**src/rtl/player_pkg.sv**
```systemverilog
// player_pkg
// Shared types and constants for the dino game motion controller.
//   game_state_e : IDLE / RUNNING / GAME_OVER encoding driven on game_state
//   *_D          : default jump physics constants (height units per tick)
//   POS_W/VEL_W  : widths of the height and signed velocity registers
package player_pkg;

  typedef enum logic [1:0] {
    IDLE      = 2'd0,
    RUNNING   = 2'd1,
    GAME_OVER = 2'd2
  } game_state_e;

  localparam int JUMP_VEL_D  = 10;
  localparam int GRAVITY_D   = 1;
  localparam int FAST_FALL_D = 3;
  localparam int MAX_POS_D   = 63;

  localparam int POS_W = 6;
  localparam int VEL_W = 6;

endpackage

```
**src/rtl/player_physics.sv**
```systemverilog
// player_physics
// Height / velocity integrator for the dino jump.
//   clk, rst_n   : clock, asynchronous active-low reset
//   launch_i     : load the jump velocity and mark the dino airborne
//   step_i       : physics strobe; integrates only while airborne
//   fast_i       : use the fast-fall decrement instead of gravity
//   restart_i    : clear position, velocity and airborne flag
//   pos_o        : registered height above ground (0 = on ground)
//   jumping_o    : registered airborne flag
module player_physics
  import player_pkg::*;
#(
  parameter int JUMP_VEL  = JUMP_VEL_D,
  parameter int GRAVITY   = GRAVITY_D,
  parameter int FAST_FALL = FAST_FALL_D,
  parameter int MAX_POS   = MAX_POS_D
) (
  input  logic             clk,
  input  logic             rst_n,
  input  logic             launch_i,
  input  logic             step_i,
  input  logic             fast_i,
  input  logic             restart_i,
  output logic [POS_W-1:0] pos_o,
  output logic             jumping_o
);

  // Sums are formed 8 bits wide so pos + vel can go below zero or above
  // the ceiling without wrapping before the landing/clamp decision.
  localparam int SUM_W = 8;

  localparam logic signed [SUM_W-1:0] ZERO_S = '0;
  localparam logic signed [SUM_W-1:0] MAX_S  = SUM_W'(MAX_POS);
  localparam logic signed [SUM_W-1:0] GRAV_S = SUM_W'(GRAVITY);
  localparam logic signed [SUM_W-1:0] FAST_S = SUM_W'(FAST_FALL);
  localparam logic signed [SUM_W-1:0] VMIN_S = -SUM_W'(32);
  localparam logic signed [VEL_W-1:0] VMIN_V = {1'b1, {(VEL_W-1){1'b0}}};

  logic [POS_W-1:0]        pos_q, pos_d;
  logic signed [VEL_W-1:0] vel_q, vel_d;
  logic                    jumping_q, jumping_d;

  logic signed [SUM_W-1:0] pos_ext, vel_ext, next_pos, vel_wide;

  always_comb begin
    pos_ext   = {{(SUM_W-POS_W){1'b0}}, pos_q};
    vel_ext   = {{(SUM_W-VEL_W){vel_q[VEL_W-1]}}, vel_q};
    next_pos  = pos_ext + vel_ext;
    vel_wide  = vel_ext - (fast_i ? FAST_S : GRAV_S);

    pos_d     = pos_q;
    vel_d     = vel_q;
    jumping_d = jumping_q;

    if (restart_i) begin
      pos_d     = '0;
      vel_d     = '0;
      jumping_d = 1'b0;
    end else if (launch_i) begin
      vel_d     = VEL_W'(JUMP_VEL);
      jumping_d = 1'b1;
    end else if (step_i && jumping_q) begin
      if (next_pos <= ZERO_S) begin
        // Landing: snap to the ground and stop.
        pos_d     = '0;
        vel_d     = '0;
        jumping_d = 1'b0;
      end else begin
        pos_d = (next_pos > MAX_S) ? POS_W'(MAX_POS) : next_pos[POS_W-1:0];
        // Velocity saturates at the most negative 6-bit value.
        vel_d = (vel_wide < VMIN_S) ? VMIN_V : vel_wide[VEL_W-1:0];
      end
    end
  end

  always_ff @(posedge clk or negedge rst_n) begin
    if (!rst_n) begin
      pos_q     <= '0;
      vel_q     <= '0;
      jumping_q <= 1'b0;
    end else begin
      pos_q     <= pos_d;
      vel_q     <= vel_d;
      jumping_q <= jumping_d;
    end
  end

  assign pos_o     = pos_q;
  assign jumping_o = jumping_q;

endmodule

```
**src/rtl/player_motion_ctrl.sv**
```systemverilog
// player_motion_ctrl
// Game-state machine and jump control for the dino game.
//   clk, rst_n        : clock, asynchronous active-low reset
//   game_tick[1:0]    : [0] decision strobe, [1] physics strobe one clk later
//   button_up/down    : debounced jump/start and duck levels
//   crash             : collision level from graphics
//   player_position   : dino height (0 = ground)
//   game_start_pulse  : 1-clk pulse on entering RUNNING
//   game_over_pulse   : 1-clk pulse on entering GAME_OVER
//   jump_pulse        : 1-clk pulse when a jump is launched
//   jumping, ducking  : airborne / ducking-on-ground levels
//   game_state        : current FSM state (doubles as the debug view)
// Handshake: there is none; game_tick bits are single-clk strobes that are
// sampled once, and every output is a register updated on the clk edge.
module player_motion_ctrl
  import player_pkg::*;
#(
  parameter int JUMP_VEL  = JUMP_VEL_D,
  parameter int GRAVITY   = GRAVITY_D,
  parameter int FAST_FALL = FAST_FALL_D,
  parameter int MAX_POS   = MAX_POS_D
) (
  input  logic             clk,
  input  logic             rst_n,
  input  logic [1:0]       game_tick,
  input  logic             button_up,
  input  logic             button_down,
  input  logic             crash,
  output logic [POS_W-1:0] player_position,
  output logic             game_start_pulse,
  output logic             game_over_pulse,
  output logic             jump_pulse,
  output logic             jumping,
  output logic             ducking,
  output logic [1:0]       game_state
);

  game_state_e state_q;
  logic        released_q;
  logic        start_q, over_q, jump_q, duck_q;

  logic running, launch, step, restart;

  // A crash in RUNNING wins over any jump or physics update in that clk,
  // which freezes the position and the airborne flag.
  assign running = (state_q == RUNNING) && !crash;
  assign launch  = running && game_tick[0] && !jumping && button_up;
  assign step    = running && !game_tick[0] && game_tick[1];
  // The released flag guarantees the button was seen low after the crash.
  assign restart = (state_q == GAME_OVER) && game_tick[0] && released_q && button_up;

  player_physics #(
    .JUMP_VEL  (JUMP_VEL),
    .GRAVITY   (GRAVITY),
    .FAST_FALL (FAST_FALL),
    .MAX_POS   (MAX_POS)
  ) u_physics (
    .clk       (clk),
    .rst_n     (rst_n),
    .launch_i  (launch),
    .step_i    (step),
    .fast_i    (button_down),
    .restart_i (restart),
    .pos_o     (player_position),
    .jumping_o (jumping)
  );

  always_ff @(posedge clk or negedge rst_n) begin
    if (!rst_n) begin
      state_q    <= IDLE;
      released_q <= 1'b0;
      start_q    <= 1'b0;
      over_q     <= 1'b0;
      jump_q     <= 1'b0;
      duck_q     <= 1'b0;
    end else begin
      start_q <= 1'b0;
      over_q  <= 1'b0;
      jump_q  <= launch;
      case (state_q)
        IDLE: begin
          if (game_tick[0] && button_up) begin
            state_q <= RUNNING;
            start_q <= 1'b1;
          end
        end
        RUNNING: begin
          if (crash) begin
            state_q    <= GAME_OVER;
            over_q     <= 1'b1;
            released_q <= 1'b0;
            duck_q     <= 1'b0;
          end else if (game_tick[0]) begin
            duck_q <= launch ? 1'b0 : (button_down & ~jumping);
          end
        end
        GAME_OVER: begin
          if (game_tick[0]) begin
            if (!button_up) begin
              released_q <= 1'b1;
            end else if (released_q) begin
              state_q <= RUNNING;
              start_q <= 1'b1;
            end
          end
        end
        default: state_q <= IDLE;
      endcase
    end
  end

  assign game_start_pulse = start_q;
  assign game_over_pulse  = over_q;
  assign jump_pulse       = jump_q;
  assign ducking          = duck_q;
  assign game_state       = state_q;

endmodule

```
**config.mk**
```make
export PLATFORM = sky130hd
export DESIGN_NAME = player_motion_ctrl
export DESIGN_NICKNAME = d
export VERILOG_FILES = /design/src/rtl/player_pkg.sv /design/src/rtl/player_physics.sv /design/src/rtl/player_motion_ctrl.sv
export SDC_FILE = /design/constraint.sdc
export NUM_CORES = 1
export LEC_CHECK = 0
export ABC_AREA = 1
export CORE_ASPECT_RATIO = 1.25
export CORE_UTILIZATION = 49
export DETAILED_ROUTE_END_ITERATION = 8
export GPL_TIMING_DRIVEN = 0
export HOLD_SLACK_MARGIN = 0.12
export PLACE_DENSITY_LB_ADDON = 0.3
export SYNTH_ARGS = -nofsm -noshare
export SYNTH_HDL_FRONTEND = slang
export SYNTH_SLANG_ARGS = --single-unit
```
**constraint.sdc**
```tcl
create_clock -name clk -period 1.8 [get_ports clk]
set_input_delay 0.36 -clock clk [delete_from_list [all_inputs] [get_ports clk]]
set_output_delay 0.36 -clock clk [all_outputs]
set_load 0.03 [all_outputs]
```
==> run metrics <==
outcome=finished, violations left; violated checks=negative setup slack; Max Clk Rate=469.6 MHz; global-route wire length before repair=5437 µm; fraction of the cycle the final worst path needs=1.183; fraction of synthesis flops using an asynchronous set or reset pin=1.000; residual antenna-violating net count after detailed routing=0; crit path kind=flip-flop to flip-flop; count of endpoints failing hold in the final timing report=0; post-synth design cell area=1498 µm²; largest stage delay on the critical path=0.46 ns; element type at the critical path end=flip-flop; CTS sink count=20; number of ports placed on the die boundary=20; commonest cells in the synthesized netlist=sky130_fd_sc_hd__nand2_1, sky130_fd_sc_hd__inv_1, sky130_fd_sc_hd__nor2_1; remaining max-slew budget at the tightest pin=0.3879; reported max-cap violation count=0; Iter 0 DRT Violations=32; smallest setup slack after layout=-0.3295 ns; number of global-route vias before repair=1,275; Max stage delay cell, worst path=sky130_fd_sc_hd__fa_1; worst-case clock skew=0.002026 ns; Synth Flop Type=sky130_fd_sc_hd__dfrtp_1; EDFF count, synth=0; CTS H-tree depth=1; layout overhead on the synthesized area=21.47%; total chip power=3.359 mW; Power per Cell Area=1846 nW/µm²; DR vias/cell=5.143; cell taking the most area after synthesis=sky130_fd_sc_hd__dfrtp_1; Layout Nets=240; number of DRC violations after detailed routing=0; unrepaired setup endpoints after global routing=yes; Yosys warnings=0; Final Slew Violations=0; CTS buffer count=3; Place WS=-0.4021 ns; sequential cell area fraction in the yosys report=0.3342; gate count of the mapped netlist=198; detail-routed net length per standard cell=12.09 µm; Hold WC Path Type=flip-flop to flip-flop; total nets after synthesis=215; final core area utilization=0.6235; post-synthesis average cell area=7.564 µm²; Std-Cell Rows=22; arrival time worst endpoint=2.34 ns; clock-pin slew on the worst setup and hold paths=0.12 ns; weighted congestion at the end of routability-driven global placement=0.8525; Longest Clk Path Bufs=2; IO Port Bufs=19; min cycle time layout=2.130 ns; Initial Util=0.5133; # diodes=0; grt total ovfl=0; Placeable Area=2918 µm²; number of iterations in the first detailed-routing pass=4; CTS tree=yes; Distinct cells, synth=35; family with the most delay on the worst path=simple AND/OR/NAND/NOR gates; chip width=51.45 µm; Worst setup SP type=flip-flop; leakage power=0.9317 nW; detailed-route via count=1,327; maximum number of pins on one net before global-route repair=21; register bit total from synthesis=20; sum of routed wire length over all layers=3118 µm; die height=63.81 µm; final setup fails=13; library cell used as clock root buffer=sky130_fd_sc_hd__clkbuf_4; slew at the pin closest to its max-slew limit=0.9153 ns; GRT Total Usage=0.2182; ratio of cells with drive above 1 in the final layout=0.1306; clock network latency to the later pin of the worst-skew pair=0.30 ns; leading cell types by total area after synthesis=sky130_fd_sc_hd__dfrtp_1, sky130_fd_sc_hd__nand2_1, sky130_fd_sc_hd__inv_1, sky130_fd_sc_hd__ha_1, sky130_fd_sc_hd__nor2_1; DP HPWL=2438 µm; CP bufs+invs=0; Max rail drop VDD=0.001165 V; hold_buf cts=0; number of antenna violations at the first check in global routing=0; post-synth top area share=0.3342; CP required=2.01 ns; cell-by-cell listing of the critical path=ha_4, fa_1, or2_1, nor2_1, nand3_1, nor2_2, nand3_4, nand3_4, nand2_2, nand2_1, nand2_1; cell with the most instances after synthesis=sky130_fd_sc_hd__nand2_1; die area=3283 µm²; largest fanout on the critical path=6
-- placed cells by master, fill, tap and decap left out, types with 3 or more instances in the layout --
cell type | Yosys | routed
sky130_fd_sc_hd__nand3_1 | 12 | 11
sky130_fd_sc_hd__nor2_2 | 2 | 3
sky130_fd_sc_hd__nor2_1 | 25 | 24
sky130_fd_sc_hd__o21bai_1 | 10 | 10
sky130_fd_sc_hd__nand4_1 | 4 | 4
sky130_fd_sc_hd__inv_1 | 29 | 29
sky130_fd_sc_hd__clkbuf_4 | 0 | 3
sky130_fd_sc_hd__a21oi_1 | 10 | 10
sky130_fd_sc_hd__nand2_2 | 2 | 3
sky130_fd_sc_hd__clkdlybuf4s50_1 | 0 | 15
sky130_fd_sc_hd__nand3_2 | 4 | 3
sky130_fd_sc_hd__ha_1 | 8 | 7
sky130_fd_sc_hd__nand2_1 | 41 | 40
sky130_fd_sc_hd__dlygate4sd2_1 | 0 | 3
sky130_fd_sc_hd__dfrtp_1 | 20 | 19
sky130_fd_sc_hd__o21ai_0 | 3 | 3
-- power breakdown --
| part | total (mW) | internal (mW) | switching (mW) | leakage (nW) |
|---|---|---|---|---|
| clock | 0.229 | 0.0864 | 0.143 | 0.0150 |
| combinational | 2.27 | 0.909 | 1.36 | 0.657 |
| sequential | 0.857 | 0.627 | 0.229 | 0.260 |
| total | 3.36 | 1.62 | 1.74 | 0.932 |
-- cells by family after synthesis --
kind of cell,Yosys count,synth area share
flip-flops,20,0.3342
AO/OA/AOI/OAI,31,0.1328
buffers and inverters,33,0.08939
AND/OR/NAND/NOR,102,0.3383
XOR/XNOR,2,0.01170
adder cells (fa/ha/maj),10,0.09357
-- layout make-up --
class / instances / area (µm²)
sequential: 20 / 501.7
timing repair buffer: 20 / 196.4
fill: 283 / 1099
buffer: 1 / 11.26
clock buffer: 4 / 26.28
multi-input combinational: 145 / 915.9
inverter: 32 / 122.6
tap: 36 / 45.04
-- repair_timing --
action,CTS,global route
cloned,0,0
endpoints found under the setup margin,16,14
buffers inserted,1,0
pin swaps,5,1
resized for setup,8,3
-- worst reg2reg max path: cells and delay by family (launching register included) --
| family | cells | cell delay, ns |
|---|---|---|
| and+or+nand+nor | 9 | 0.94 |
| adders and majority gates | 2 | 0.64 |
| DFF | 1 | 0.44 |
-- layer usage --
metal	GRT usage	wire length (µm)
met1	0.2787	1444
met2	0.3653	1540
met3	0.01905	62
met4	0.1014	71
met5	0	0
-- stage by stage --
step | cells | hold slack, ns | setup TNS, ns | cell area (µm²)
CTS | 258 | 0.5186 | -3.969 | 1808
global placement | 253 | 0.4868 | -4.132 | 1747
global route | 258 | 0.5579 | -5.664 | 1819
floorplan | 198 | 0.06441 | -2.869 | 1511
detailed placement | 253 | 0.4875 | -4.603 | 1747
finish | 258 | 0.5187 | -3.787 | 1819
-- registers in the layout (all words and copies together), names as in the netlist --
register             count
game_over_pulse          1
u_physics.vel_q          6
jump_pulse               1
game_start_pulse         1
u_physics.jumping_o      1
released_q               1
game_state               2
ducking                  1
u_physics.pos_o          6
-- path summary, 6_finish.rpt --
| check | depth (start not counted) | end | from | slack (ns) |
|---|---|---|---|---|
| hold / removal | 1 | ducking$_DFFE_PN0P_ | ducking$_DFFE_PN0P_ | 0.52 |
| hold reg to reg | 1 | ducking$_DFFE_PN0P_ | ducking$_DFFE_PN0P_ | 0.52 |
| max in group asynchronous | 1 | u_physics.pos_o[0]$_DFFE_PN0P_ | rst_n | 0.63 |
| min in group asynchronous | 1 | jump_pulse$_DFF_PN0_ | rst_n | 0.56 |
| setup / recovery | 11 | u_physics.jumping_o$_DFFE_PN0P_ | u_physics.vel_q[0]$_DFFE_PN0P_ | -0.33 |
| setup reg to reg | 11 | u_physics.jumping_o$_DFFE_PN0P_ | u_physics.vel_q[0]$_DFFE_PN0P_ | -0.33 |
(Power assumes the default switching activity.)
==> patch: new RTL, same settings <==
Register the inputs `game_tick`, `button_up`, `button_down` and `crash` before use, with the module's reset. The logic sees them one clock later.
--- a/src/rtl/player_motion_ctrl.sv
+++ b/src/rtl/player_motion_ctrl.sv
@@ -37,2 +37,21 @@
 
+  logic [1:0] game_tick_q;
+  logic button_up_q;
+  logic button_down_q;
+  logic crash_q;
+
+  always_ff @(posedge clk or negedge rst_n) begin
+    if (!rst_n) begin
+      game_tick_q   <= '0;
+      button_up_q   <= '0;
+      button_down_q <= '0;
+      crash_q       <= '0;
+    end else begin
+      game_tick_q   <= game_tick;
+      button_up_q   <= button_up;
+      button_down_q <= button_down;
+      crash_q       <= crash;
+    end
+  end
+
   game_state_e state_q;
@@ -45,7 +64,7 @@
   // which freezes the position and the airborne flag.
-  assign running = (state_q == RUNNING) && !crash;
-  assign launch  = running && game_tick[0] && !jumping && button_up;
-  assign step    = running && !game_tick[0] && game_tick[1];
+  assign running = (state_q == RUNNING) && !crash_q;
+  assign launch  = running && game_tick_q[0] && !jumping && button_up_q;
+  assign step    = running && !game_tick_q[0] && game_tick_q[1];
   // The released flag guarantees the button was seen low after the crash.
-  assign restart = (state_q == GAME_OVER) && game_tick[0] && released_q && button_up;
+  assign restart = (state_q == GAME_OVER) && game_tick_q[0] && released_q && button_up_q;
 
@@ -61,3 +80,3 @@
     .step_i    (step),
-    .fast_i    (button_down),
+    .fast_i    (button_down_q),
     .restart_i (restart),
@@ -81,3 +100,3 @@
         IDLE: begin
-          if (game_tick[0] && button_up) begin
+          if (game_tick_q[0] && button_up_q) begin
             state_q <= RUNNING;
@@ -87,3 +106,3 @@
         RUNNING: begin
-          if (crash) begin
+          if (crash_q) begin
             state_q    <= GAME_OVER;
@@ -92,4 +111,4 @@
             duck_q     <= 1'b0;
-          end else if (game_tick[0]) begin
-            duck_q <= launch ? 1'b0 : (button_down & ~jumping);
+          end else if (game_tick_q[0]) begin
+            duck_q <= launch ? 1'b0 : (button_down_q & ~jumping);
           end
@@ -97,4 +116,4 @@
         GAME_OVER: begin
-          if (game_tick[0]) begin
-            if (!button_up) begin
+          if (game_tick_q[0]) begin
+            if (!button_up_q) begin
               released_q <= 1'b1;
Behaviour: not the same (a bounded check fails within 4 cycles, from zero or initial values and one cycle with rst_n low).
==> patch against the unedited design <==
- the run still ends with negative setup slack left
- total power down 0.54%
- wire length up 2.7%
- setup slack gained 0.013 ns
- synthesized area is 7.7% higher
- count of clock-buffer cells in the layout is 1 lower
- global-route usage fell by 0.84 points
- final area is 8.5% higher
- sequential cell count is 5 higher
- largest power group unchanged
==> patch: results (changes against the unedited design) <==
- Crit-path slowest cell: dfrtp_2 (was fa_1)
- Synth unique cells: 30 (was 35)
- Via density: 5.223 (was 5.143)
- Fill cell count: 266 (was 283)
- Crit path capture: u_physics.vel_q[5] (was u_physics.jumping_o)
- R2R cell count: 10 (was 11)
- WL/cell: 11.73 µm (was 12.09 µm)
- First-pass GRT wire length: 5430 µm (was 5437 µm)
- Placed cell area: 1872 µm² (was 1747 µm²)
- Outcome: finished with violations (unchanged)
- Critical path peak fanout: 5 (was 6)
- Sw Ratio: 49.75% (was 51.68%)
- Setup tns final: -3.545 ns (was -3.787 ns)
- Area of the multi-input gates: 892.1 µm² (was 915.9 µm²)
- Skew final: 0.01661 ns (was 0.002026 ns)
- Maximum VDD drop: 0.0009010 V (was 0.001165 V)
- Final setup violation count: 13 (unchanged)
- Violated checks: negative setup slack (unchanged)
- Final worst setup slack: -0.3168 ns (was -0.3295 ns)
- Dpl hpwl: 2487 µm (was 2438 µm)
- Register area share after synthesis: 38.79% (was 33.42%)
- Layout cells sized above 1: 15.61% (was 13.06%)
- Synth Instances: 209 (was 198)
- Crit path launch: u_physics.pos_o[0] (was u_physics.vel_q[0])
- GRT Overall Usage: 20.99% (was 21.82%)
- Synth top area cells: dfrtp_1 (39%), nand2_1 (10%), inv_1 (6.7%) (was dfrtp_1 (33%), nand2_1 (10%), inv_1 (7.3%))
- Vias: 1,426 (was 1,327)
- Largest net degree at the start of global routing: 26 (was 21)
- RePlAce Congestion: 0.8673 (was 0.8525)
[patch: cell types whose count changed after synthesis, moves of 2 or more]
| cell | delta |
|---|---|
| dfrtp_1 | +5 |
| inv_2 | +5 |
| nand3_1 | +5 |
| nand2_1 | +4 |
| nand3_2 | -4 |
| nand2_2 | -2 |
| o21bai_1 | -2 |
[patch: metrics by stage]
step                total power [W]  setup WS, ns
floorplan                  0.002393       -0.2516
global placement           0.002902       -0.3651
detailed placement         0.002926       -0.3747
CTS                        0.003198       -0.3421
global route               0.003650       -0.4179
finish                     0.003341       -0.3168
[patch: logic make-up after synthesis]
logic type	share of synthesized area, %
AND/OR/NAND/NOR	31.19
buffers and inverters	9.077
adder cells (fa/ha/maj)	8.689
flip-flops	38.79
AO/OA/AOI/OAI	11.72
XOR/XNOR	0.5432
[patch: layout make-up]
cell class	count	area share, %
clock inverter	1	0.4436
buffer	1	0.3802
multi-input combinational	146	45.18
inverter	37	7.034
clock buffer	3	1.141
sequential	25	31.81
timing repair buffer	24	11.72
tap	36	2.281
[patch: power by group through the flow]
stage                     registers, W  logic [W]  clock network, W
final                         0.000954    0.00212          0.000271
after global placement        0.000971    0.00193                 0
after detailed placement      0.000974    0.00195                 0
after global routing          0.000977    0.00237          0.000304
after floorplan                0.00114    0.00126                 0
after CTS                     0.000953    0.00197          0.000275
[patch: worst min-delay path by stage]
stage | from | end | slack, ns | cells after the start
after floorplan | rst_n | button_down_q | 0.06 | 0
after global placement | ducking | ducking | 0.50 | 1
after detailed placement | ducking | ducking | 0.49 | 1
after CTS | crash | crash_q | 0.45 | 1
after global routing | crash | crash_q | 0.41 | 1
final | crash | crash_q | 0.44 | 1
[patch: repair_timing]
action / 4_1_cts / 5_1_grt
buffers inserted: 3 / 2
pin swaps: 5 / 3
setup endpoints to repair: 17 / 17
resized for setup: 6 / 11
hold endpoints to repair: 0 / 0
[patch: per-layer routing]
| layer | vias up | global-route usage (%) | part of all wire (%) |
|---|---|---|---|
| met1 | 654 | 22.71 | 43 |
| met3 | 13 | 3.448 | 2.6 |
| met5 | - | 0 | 0 |
| met4 | 0 | 8.553 | 2.6 |
| met2 | 30 | 38.75 | 51 |
| li1 | 729 | - | - |
